--- src/rtl/spi_mem_if.sv ---
// Request/response handshake between the control unit and the SPI memory controller.
// The CU drives the request side (master); the controller answers with done/rdata (slave).
interface spi_mem_if;
    logic        req;
    logic        sel_ram;
    logic        we;
    logic [15:0] addr;
    logic [7:0]  wdata;
    logic [7:0]  rdata;
    logic        done;
    logic        busy;

    modport master (output req, sel_ram, we, addr, wdata, input rdata, done, busy);
    modport slave  (input req, sel_ram, we, addr, wdata, output rdata, done, busy);
endinterface

--- src/rtl/spi_mem_ctrl.sv ---
// Single-byte SPI transaction engine: one flash read or one RAM read/write per CU request.
// Mode 0 (SCLK idle low). done pulses one clock after the transaction has fully wound down.
module spi_mem_ctrl #(
    parameter int unsigned CLK_DIV   = 1,
    parameter int unsigned ADDR_BITS = 24,
    parameter logic [7:0]  CMD_READ  = 8'h03,
    parameter logic [7:0]  CMD_WRITE = 8'h02
) (
    input  logic      clk,
    input  logic      rst,
    spi_mem_if.slave  bus,
    output logic      spi_sclk,
    output logic      spi_mosi,
    input  logic      spi_miso,
    output logic      spi_cs_rom_n,
    output logic      spi_cs_ram_n
);
    localparam int unsigned N     = 16 + ADDR_BITS;
    localparam int unsigned DIV_W = (CLK_DIV > 1) ? $clog2(CLK_DIV) : 1;
    localparam int unsigned BIT_W = $clog2(N);

    typedef enum logic [2:0] {IDLE, LOAD, SHIFT, FINISH, DONE, WAIT_REL} state_t;

    state_t           state, state_nxt;
    logic             sel_q, we_q;
    logic [N-1:0]     tx_q;
    logic [7:0]       rx_q;
    logic [DIV_W-1:0] div_cnt;
    logic [BIT_W-1:0] bit_cnt;
    logic [7:0]       rdata_q;
    logic             done_q;

    logic accept, in_load, in_shift, in_finish, in_done;
    logic half_end, last_bit;

    assign half_end = (div_cnt == DIV_W'(CLK_DIV - 1));
    assign last_bit = half_end && spi_sclk && (bit_cnt == BIT_W'(N - 1));

    // NOTE: sequential state uses non-blocking assignments so every flop samples pre-edge values.
    always_ff @(posedge clk or posedge rst) begin
        if (rst) state <= IDLE;
        else     state <= state_nxt;
    end

    always_comb begin
        state_nxt = state;
        case (state)
            IDLE:     if (bus.req) state_nxt = (bus.we && !bus.sel_ram) ? DONE : LOAD;
            LOAD:     state_nxt = SHIFT;
            SHIFT:    if (last_bit) state_nxt = FINISH;
            FINISH:   state_nxt = DONE;
            DONE:     state_nxt = WAIT_REL;
            WAIT_REL: if (!bus.req) state_nxt = IDLE;
            default:  state_nxt = IDLE;
        endcase
    end

    // NOTE: every output of a combinational block gets a default first, so no latch is inferred.
    always_comb begin
        accept    = 1'b0;
        in_load   = 1'b0;
        in_shift  = 1'b0;
        in_finish = 1'b0;
        in_done   = 1'b0;
        bus.busy  = (state != IDLE);
        case (state)
            IDLE:    accept    = bus.req;
            LOAD:    in_load   = 1'b1;
            SHIFT:   in_shift  = 1'b1;
            FINISH:  in_finish = 1'b1;
            DONE:    in_done   = 1'b1;
            default: ;
        endcase
    end

    // Pins are registered and reset asynchronously so an abort releases CS_n and SCLK at once.
    always_ff @(posedge clk or posedge rst) begin
        if (rst) begin
            sel_q        <= 1'b0;
            we_q         <= 1'b0;
            tx_q         <= '0;
            rx_q         <= '0;
            div_cnt      <= '0;
            bit_cnt      <= '0;
            rdata_q      <= '0;
            done_q       <= 1'b0;
            spi_sclk     <= 1'b0;
            spi_mosi     <= 1'b0;
            spi_cs_rom_n <= 1'b1;
            spi_cs_ram_n <= 1'b1;
        end else begin
            done_q <= in_done;
            if (accept) begin
                sel_q <= bus.sel_ram;
                we_q  <= bus.we;
                tx_q  <= {bus.we ? CMD_WRITE : CMD_READ, ADDR_BITS'(bus.addr),
                          bus.we ? bus.wdata : 8'h00};
            end
            if (in_load) begin
                spi_cs_rom_n <= sel_q;
                spi_cs_ram_n <= !sel_q;
                spi_mosi     <= tx_q[N-1];
                spi_sclk     <= 1'b0;
                div_cnt      <= '0;
                bit_cnt      <= '0;
            end
            if (in_shift) begin
                if (!half_end) begin
                    div_cnt <= div_cnt + 1'b1;
                end else begin
                    div_cnt <= '0;
                    if (!spi_sclk) begin
                        spi_sclk <= 1'b1;
                        rx_q     <= {rx_q[6:0], spi_miso};
                    end else if (last_bit) begin
                        spi_sclk     <= 1'b0;
                        spi_mosi     <= 1'b0;
                        spi_cs_rom_n <= 1'b1;
                        spi_cs_ram_n <= 1'b1;
                    end else begin
                        // Falling SCLK: the next bit moves onto MOSI for the device to catch.
                        spi_sclk <= 1'b0;
                        bit_cnt  <= bit_cnt + 1'b1;
                        tx_q     <= {tx_q[N-2:0], 1'b0};
                        spi_mosi <= tx_q[N-2];
                    end
                end
            end
            if (in_finish && !we_q) rdata_q <= rx_q;
        end
    end

    assign bus.rdata = rdata_q;
    assign bus.done  = done_q;
endmodule

--- src/flat_wrapper.sv ---
// flat-port wrapper written by rule: the top's interface ports become plain ports
module spi_mem_ctrl_flat 
#(
    parameter int unsigned CLK_DIV   = 1,
    parameter int unsigned ADDR_BITS = 24,
    parameter logic [7:0]  CMD_READ  = 8'h03,
    parameter logic [7:0]  CMD_WRITE = 8'h02
)
  (clk, rst, spi_sclk, spi_mosi, spi_miso, spi_cs_rom_n, spi_cs_ram_n, bus_req, bus_sel_ram, bus_we, bus_addr, bus_wdata, bus_rdata, bus_done, bus_busy);
  spi_mem_if bus_i ();
  input  logic clk;
  input  logic rst;
  output logic spi_sclk;
  output logic spi_mosi;
  input  logic spi_miso;
  output logic spi_cs_rom_n;
  output logic spi_cs_ram_n;
  input wire logic [$bits(bus_i.req)-1:0] bus_req;
  input wire logic [$bits(bus_i.sel_ram)-1:0] bus_sel_ram;
  input wire logic [$bits(bus_i.we)-1:0] bus_we;
  input wire logic [$bits(bus_i.addr)-1:0] bus_addr;
  input wire logic [$bits(bus_i.wdata)-1:0] bus_wdata;
  output wire logic [$bits(bus_i.rdata)-1:0] bus_rdata;
  output wire logic [$bits(bus_i.done)-1:0] bus_done;
  output wire logic [$bits(bus_i.busy)-1:0] bus_busy;
  assign bus_i.req = bus_req;
  assign bus_i.sel_ram = bus_sel_ram;
  assign bus_i.we = bus_we;
  assign bus_i.addr = bus_addr;
  assign bus_i.wdata = bus_wdata;
  assign bus_rdata = bus_i.rdata;
  assign bus_done = bus_i.done;
  assign bus_busy = bus_i.busy;
  spi_mem_ctrl #(.CLK_DIV(CLK_DIV), .ADDR_BITS(ADDR_BITS), .CMD_READ(CMD_READ), .CMD_WRITE(CMD_WRITE)) u_core (.clk(clk), .rst(rst), .bus(bus_i), .spi_sclk(spi_sclk), .spi_mosi(spi_mosi), .spi_miso(spi_miso), .spi_cs_rom_n(spi_cs_rom_n), .spi_cs_ram_n(spi_cs_ram_n));
endmodule
--- config.mk ---
export PLATFORM = sky130hd
export DESIGN_NAME = spi_mem_ctrl_flat
export DESIGN_NICKNAME = d
export VERILOG_FILES = /design/src/rtl/spi_mem_if.sv /design/src/rtl/spi_mem_ctrl.sv /design/src/flat_wrapper.sv
export SDC_FILE = /design/constraint.sdc
export NUM_CORES = 1
export LEC_CHECK = 0
export CORE_MARGIN = 5
export CORE_UTILIZATION = 35
export DETAILED_ROUTE_END_ITERATION = 6
export PLACE_DENSITY = 0.66
export SETUP_SLACK_MARGIN = 0.1
export SYNTH_ARGS = -nofsm -noshare
export SYNTH_HDL_FRONTEND = slang
export SYNTH_SLANG_ARGS = --single-unit
--- constraint.sdc ---
create_clock -name clk -period 4.2 [get_ports clk]
set_input_delay 1.26 -clock clk [delete_from_list [all_inputs] [get_ports clk]]
set_output_delay 1.26 -clock clk [all_outputs]
set_load 0.01 [all_outputs]
* After elaboration in Yosys (flattened, before gate mapping) *
Cells that the tools add are included.

word-level totals
  bits in registers = 73
  word-level logic and storage cells = 82

cells by class
  $add $sub $neg = 2
  equal/unequal tests = 9
  muxes and demuxes = 44
  bitwise logic cells = 2
  reduce and logical (&&, ||, !) cells = 12

operators by type and width
  cell                                                   count
  2-to-1 mux 40 bit                                      5
  2-to-1 mux 6 bit                                       5
  2-to-1 mux 1 bit                                       28
  case mux 3 bit (6 select lines)                        1
  2-to-1 mux 3 bit                                       4
  2-to-1 mux 8 bit                                       1
  adder 6 x 1 -> 6 bit, second input constant            1
  == test 3 x 2 -> 1 bit, second input constant          2
  == test 3 bit, second input constant                   2
  == test 6 bit, second input constant                   1
  AND reduction 3 bit                                    2
  logical AND 1 bit                                      4
  inequality test 2 bit, second input constant           2
  == test 3 x 1 -> 1 bit, second input constant          1
  zero test 1 bit                                        3
  zero test 3 bit                                        1
  nonzero test 3 bit                                     1
  inequality test 2 x 1 -> 1 bit, second input constant  1
  NOT 1 bit                                              2
  nonzero test 2 bit                                     1
  adder 1 bit, second input constant                     1

* Depth between registers and ports, before layout *
  depth after elaboration = 7
  mapped depth = 6
  depth with buffers taken out = 4

* Least setup slack after synthesis *
OpenSTA, ideal clock, no wires.

  path kind = input -> register
  start = input port bus_req
  end = register u_core.tx_q[13]
  library setup time = 0.125 ns
  data arrival time = 2.418 ns
  data required time = 4.075 ns
  setup slack = 1.657 ns
  stages = 4
  buffers on the path = 1
  path through = nor4b_4 buf_6 mux2_2 mux2_2

on the way
  word-level cells in the longest chain between the ends = 6

ends and longest elaborated chain
  what                   line                 text
  start, declared        flat_wrapper.sv:18   input wire logic [$bits(bus_i.req)-1:0] bus_req;
  2-to-1 mux 1 bit (*)   spi_mem_ctrl.sv:66   case (state)
  2-to-1 mux 40 bit (*)  spi_mem_ctrl.sv:93   if (accept) begin
  2-to-1 mux 40 bit      spi_mem_ctrl.sv:115  end else if (last_bit) begin
  2-to-1 mux 40 bit      spi_mem_ctrl.sv:112  if (!spi_sclk) begin
  2-to-1 mux 40 bit      spi_mem_ctrl.sv:108  if (!half_end) begin
  2-to-1 mux 40 bit (*)  spi_mem_ctrl.sv:107  if (in_shift) begin
  end signal, assigned   spi_mem_ctrl.sv:96   tx_q <= {bus.we ? CMD_WRITE : CMD_READ, ADDR_BITS'(bus.addr),
  end signal, assigned   spi_mem_ctrl.sv:124  tx_q <= {tx_q[N-2:0], 1'b0};
  end, declared          spi_mem_ctrl.sv:26   logic [N-1:0] tx_q;

Mark *: on every way between the ends. The rest lies on a longest branch, timed or not.
A chain may end at the register's enable or synchronous reset.

* Worst setup path after layout *
  start = register u_core.state[2]
  end = output port bus_busy

on the way
  word-level cells in the longest chain between the ends = 1

ends and longest elaborated chain
  what                    line                text
  start, declared         spi_mem_ctrl.sv:24  state_t state, state_nxt;
  start signal, assigned  spi_mem_ctrl.sv:42  else state <= state_nxt;
  nonzero test 3 bit      spi_mem_ctrl.sv:65  bus.busy = (state != IDLE);
  end, declared           flat_wrapper.sv:25  output wire logic [$bits(bus_i.busy)-1:0] bus_busy;

Every way passes these cells.

==> results.py <==
metrics = {
    "drt": {
        "route.detailed.vias_per_inst": 4.76,
        "detail_route.first_pass.iterations": 4,
        "drtIter0Drc": 51,
        "drt_drc_violations_left": 0,
        "detail-route-antenna-nets": 0,
        "wirelength_mm": 6.07,
        "via_count": 2037,
        "post_drt_wl_per_cell_um": 14.2,
    },
    "setup_path": {
        "regToRegStartpoint": "u_core.bit_cnt[0]$_DFF_PP0_",
        "criticalPathCategory": "flip-flop to primary output",
        "endpoint": "bus_busy",
        "critPathCaptureType": "primary output",
        "critPathLaunchType": "flip-flop",
        "critical_path_peak_fanout": 13,
        "setup.reg_to_reg.worst_slack_ns": 1.74,
        "critical_path_arrival_ns": 1.77,
        "ff2ff_path_depth": 5,
        "timing.critical_path.from": "u_core.state[2]$_DFFE_PP0P_",
        "endpoint_of_the_worst_slack_reg_to_reg_timing_path": "u_core.tx_q[28]$_DFF_PP0_",
        "crit_required_ns": 2.94,
    },
    "grt": {
        "grt.busiest_layer": "met2",
        "grt_use_total_pct": 11.1,
        "gr-usage-met1_pct": 15.0,
        "global_route.usage.met2_pct": 16.5,
        "vias_in_the_first_global_route": 2077,
        "grt_antenna_before_repair": 0,
        "global_route_wire_length_before_repair_mm": 10.1,
        "globalRoute.totalOverflow": 0,
        "grt_start_max_net_pins": 44,
        "grt_use_met3_pct": 4.00,
    },
    "yosys": {
        "yosys.cell_types.count": 42,
        "synth_top_flop_cell": "dfrtp_1",
        "netlist.area_leader.share_pct": 52.1,
        "synth_cells": 249,
        "synth.net_count": 280,
        "synthMostInstantiatedCell": "dfrtp_1",
        "syn_avg_cell_area_sq_um": 13.5,
        "yosys_register_bits": 72,
        "number_of_enable_flip_flop_cells_after_synthesis": 0,
        "yosysSeqAreaShare_pct": 53.7,
        "fraction_of_registers_with_async_set_reset_pct": 100,
        "post_synth_most_frequent_cells": "70 x dfrtp_1, 65 x mux2_2, 20 x mux2i_1",
        "synth.top_cells.by_area": "dfrtp_1 52%, mux2_2 22%, mux2i_1 6.0%",
        "synth.yosys.warnings": 0,
        "netlist_area_sq_um": 3360,
        "post-synth-top-area-cell": "dfrtp_1",
    },
    "floorplan": {
        "num_io_pins": 44,
        "row_count": 35,
        "die-height_um": 108,
        "floorplan.initialDensity_pct": 36.2,
        "core_region_area_sq_um": 9280,
        "die_width_um": 108,
        "fp.dieArea_sq_um": 11700,
    },
    "clock_network": {
        "worstSkewPairLatency_ns": 0.34,
        "clk_transition_reported_paths_ns": 0.08,
        "cts.repair.resized": 0,
        "cts_buffer_depth": 2,
        "cts-htree-levels": 3,
        "clock-sinks": 72,
        "cts_hold_buffers": 0,
        "numCtsBuffers": 9,
        "tritoncts": "built",
        "cts_root_buf": "clkbuf_8",
        "cts.repair_timing.setup_buffer_count": 0,
    },
    "sta": {
        "report.final.hold_viol_count": 0,
        "final_max_slew_viol_count": 0,
        "setup_violations": 0,
        "worst-slew-pin-transition_ns": 0.738,
        "rsz0062_at_grt": "false",
        "final_period_minus_worst_setup_slack_ns": 3.03,
        "setup_tns_ns": 0,
        "timing.clock.skew_ns": 0.00869,
        "layout_worst_path_cycle_share_pct": 72.2,
        "max_freq_ghz": 0.330,
        "relSlewSlack_pct": 50.6,
    },
    "pwr": {
        "power_frac_comb_pct": 31.8,
        "cell_internal_pwr_mw": 1.77,
        "power_frac_clock_pct": 24.1,
        "power_switching_mw": 0.736,
        "share_seq_of_total_power_pct": 44.1,
        "maximum_vdd_drop_v": 0.000249,
        "switching_share_pct": 29.4,
        "power_density_nw_per_um2": 610,
        "power.static_leakage_nw": 1.85,
    },
    "finish": {
        "nFillCells": 886,
        "fin_nets": 325,
        "finish.utilization_pct": 44.2,
        "antennaDiodeCount": 0,
        "area_taken_by_flip_flops_and_latches_sq_um": 1800,
        "multi_input_comb_area_sq_um": 1420,
        "share_of_post_route_cells_with_drive_strength_above_1_pct": 32.1,
        "syn2layout_area_growth_pct": 22.1,
    },
    "job": {
        "timing.max_cap.violations": 0,
    },
    "placement": {
        "dpl.hpwl_mm": 4.02,
        "place.gp.congestion": 0.720,
        "placement.io_buffers": 43,
    },
    "min_path": {
        "min-delay-path-class": "flip-flop to flip-flop",
    },
    "run_status": {
        "status": "completed",
    },
}
[metal layers]
metal	vias up	part of all wire, %
met4	0	1.2
met5	-	0
met3	4	5.2
li1	965	-
met2	42	45
met1	1026	48
[registers in the layout (all words and copies together), names as in the netlist, 3 cells and up]
signal and cells:
u_core.bus.rdata 8, u_core.state 3, u_core.tx_q 40, u_core.bit_cnt 6, u_core.rx_q 8
[cell type report]
type	count	share of cell area (%)
multi-input combinational	154	34.6
inverter	10	0.915
sequential	72	44.0
timing repair buffer	47	11.2
clock inverter	6	2.26
clock buffer	10	3.11
tap	129	3.93
[worst min path at each step]
stage | from | slack (ns) | endpoint | cells past startpoint
detailed placement | u_core.bit_cnt[5]$_DFF_PP0_ | 0.48 | u_core.bit_cnt[5]$_DFF_PP0_ | 1
global placement | u_core.sel_q$_DFFE_PP0P_ | 0.45 | u_core.spi_cs_ram_n$_DFF_PP1_ | 1
finish | u_core.bit_cnt[5]$_DFF_PP0_ | 0.49 | u_core.bit_cnt[5]$_DFF_PP0_ | 1
floorplan | u_core.sel_q$_DFFE_PP0P_ | 0.44 | u_core.spi_cs_ram_n$_DFF_PP1_ | 1
global route | u_core.bit_cnt[5]$_DFF_PP0_ | 0.50 | u_core.bit_cnt[5]$_DFF_PP0_ | 1
CTS | u_core.bit_cnt[5]$_DFF_PP0_ | 0.49 | u_core.bit_cnt[5]$_DFF_PP0_ | 1
[logic make-up after synthesis]
logic type      synth area share [%]
flops                           53.7
mux                             28.2
buf+inv                         4.28
compound gates                  3.28
simple gates                    9.91
xor+xnor                       0.261
fa+ha+maj                      0.372
[worst max-delay path, stage by stage (launching register included)]
cell and delay (ns):
dfrtp_1 0.55, or3_1 0.38, clkdlybuf4s50_1 0.50
[placed cells by master, fill, tap and decap left out, types with 2 or more instances in the layout]
cell type	synthesis	final
clkdlybuf4s50_1	0	43
nand2b_1	4	4
o22ai_1	2	2
nor2b_1	12	12
and2_1	3	3
clkinvlp_4	0	2
nor4b_4	2	2
o21ai_0	2	2
o221ai_1	2	2
nor2_2	2	2
dfrtp_1	70	70
bufinv_16	0	2
nand3_1	2	2
mux2_2	65	65
buf_4	1	4
clkbuf_8	0	9
nor2_1	3	3
mux2i_1	20	20
inv_1	10	9
nand2_1	13	13
or3_1	2	2
dfstp_2	2	2
[power by group through the flow]
stage               clock network (mW)  registers [mW]  logic [mW]
floorplan                            0            1.07       0.645
global placement                     0            1.11       0.787
detailed placement                   0            1.12       0.808
CTS                              0.629            1.11       0.811
global route                     0.657            1.14       0.877
finish                           0.602            1.11       0.796
[stage by stage]
step           worst slack, ns  hold WS, ns  power [mW]  cells  cell area (sq um)
6_report                  1.17        0.489        2.50    428               4100
5_1_grt                   1.08        0.504        2.68    428               4100
4_1_cts                   1.14        0.488        2.55    428               4100
3_5_place_dp             0.888        0.477        1.93    412               3880
3_3_place_gp             0.939        0.455        1.90    412               3880
2_1_floorplan             1.12        0.440        1.71    249               3360
Power figures use the tool's default switching activity.
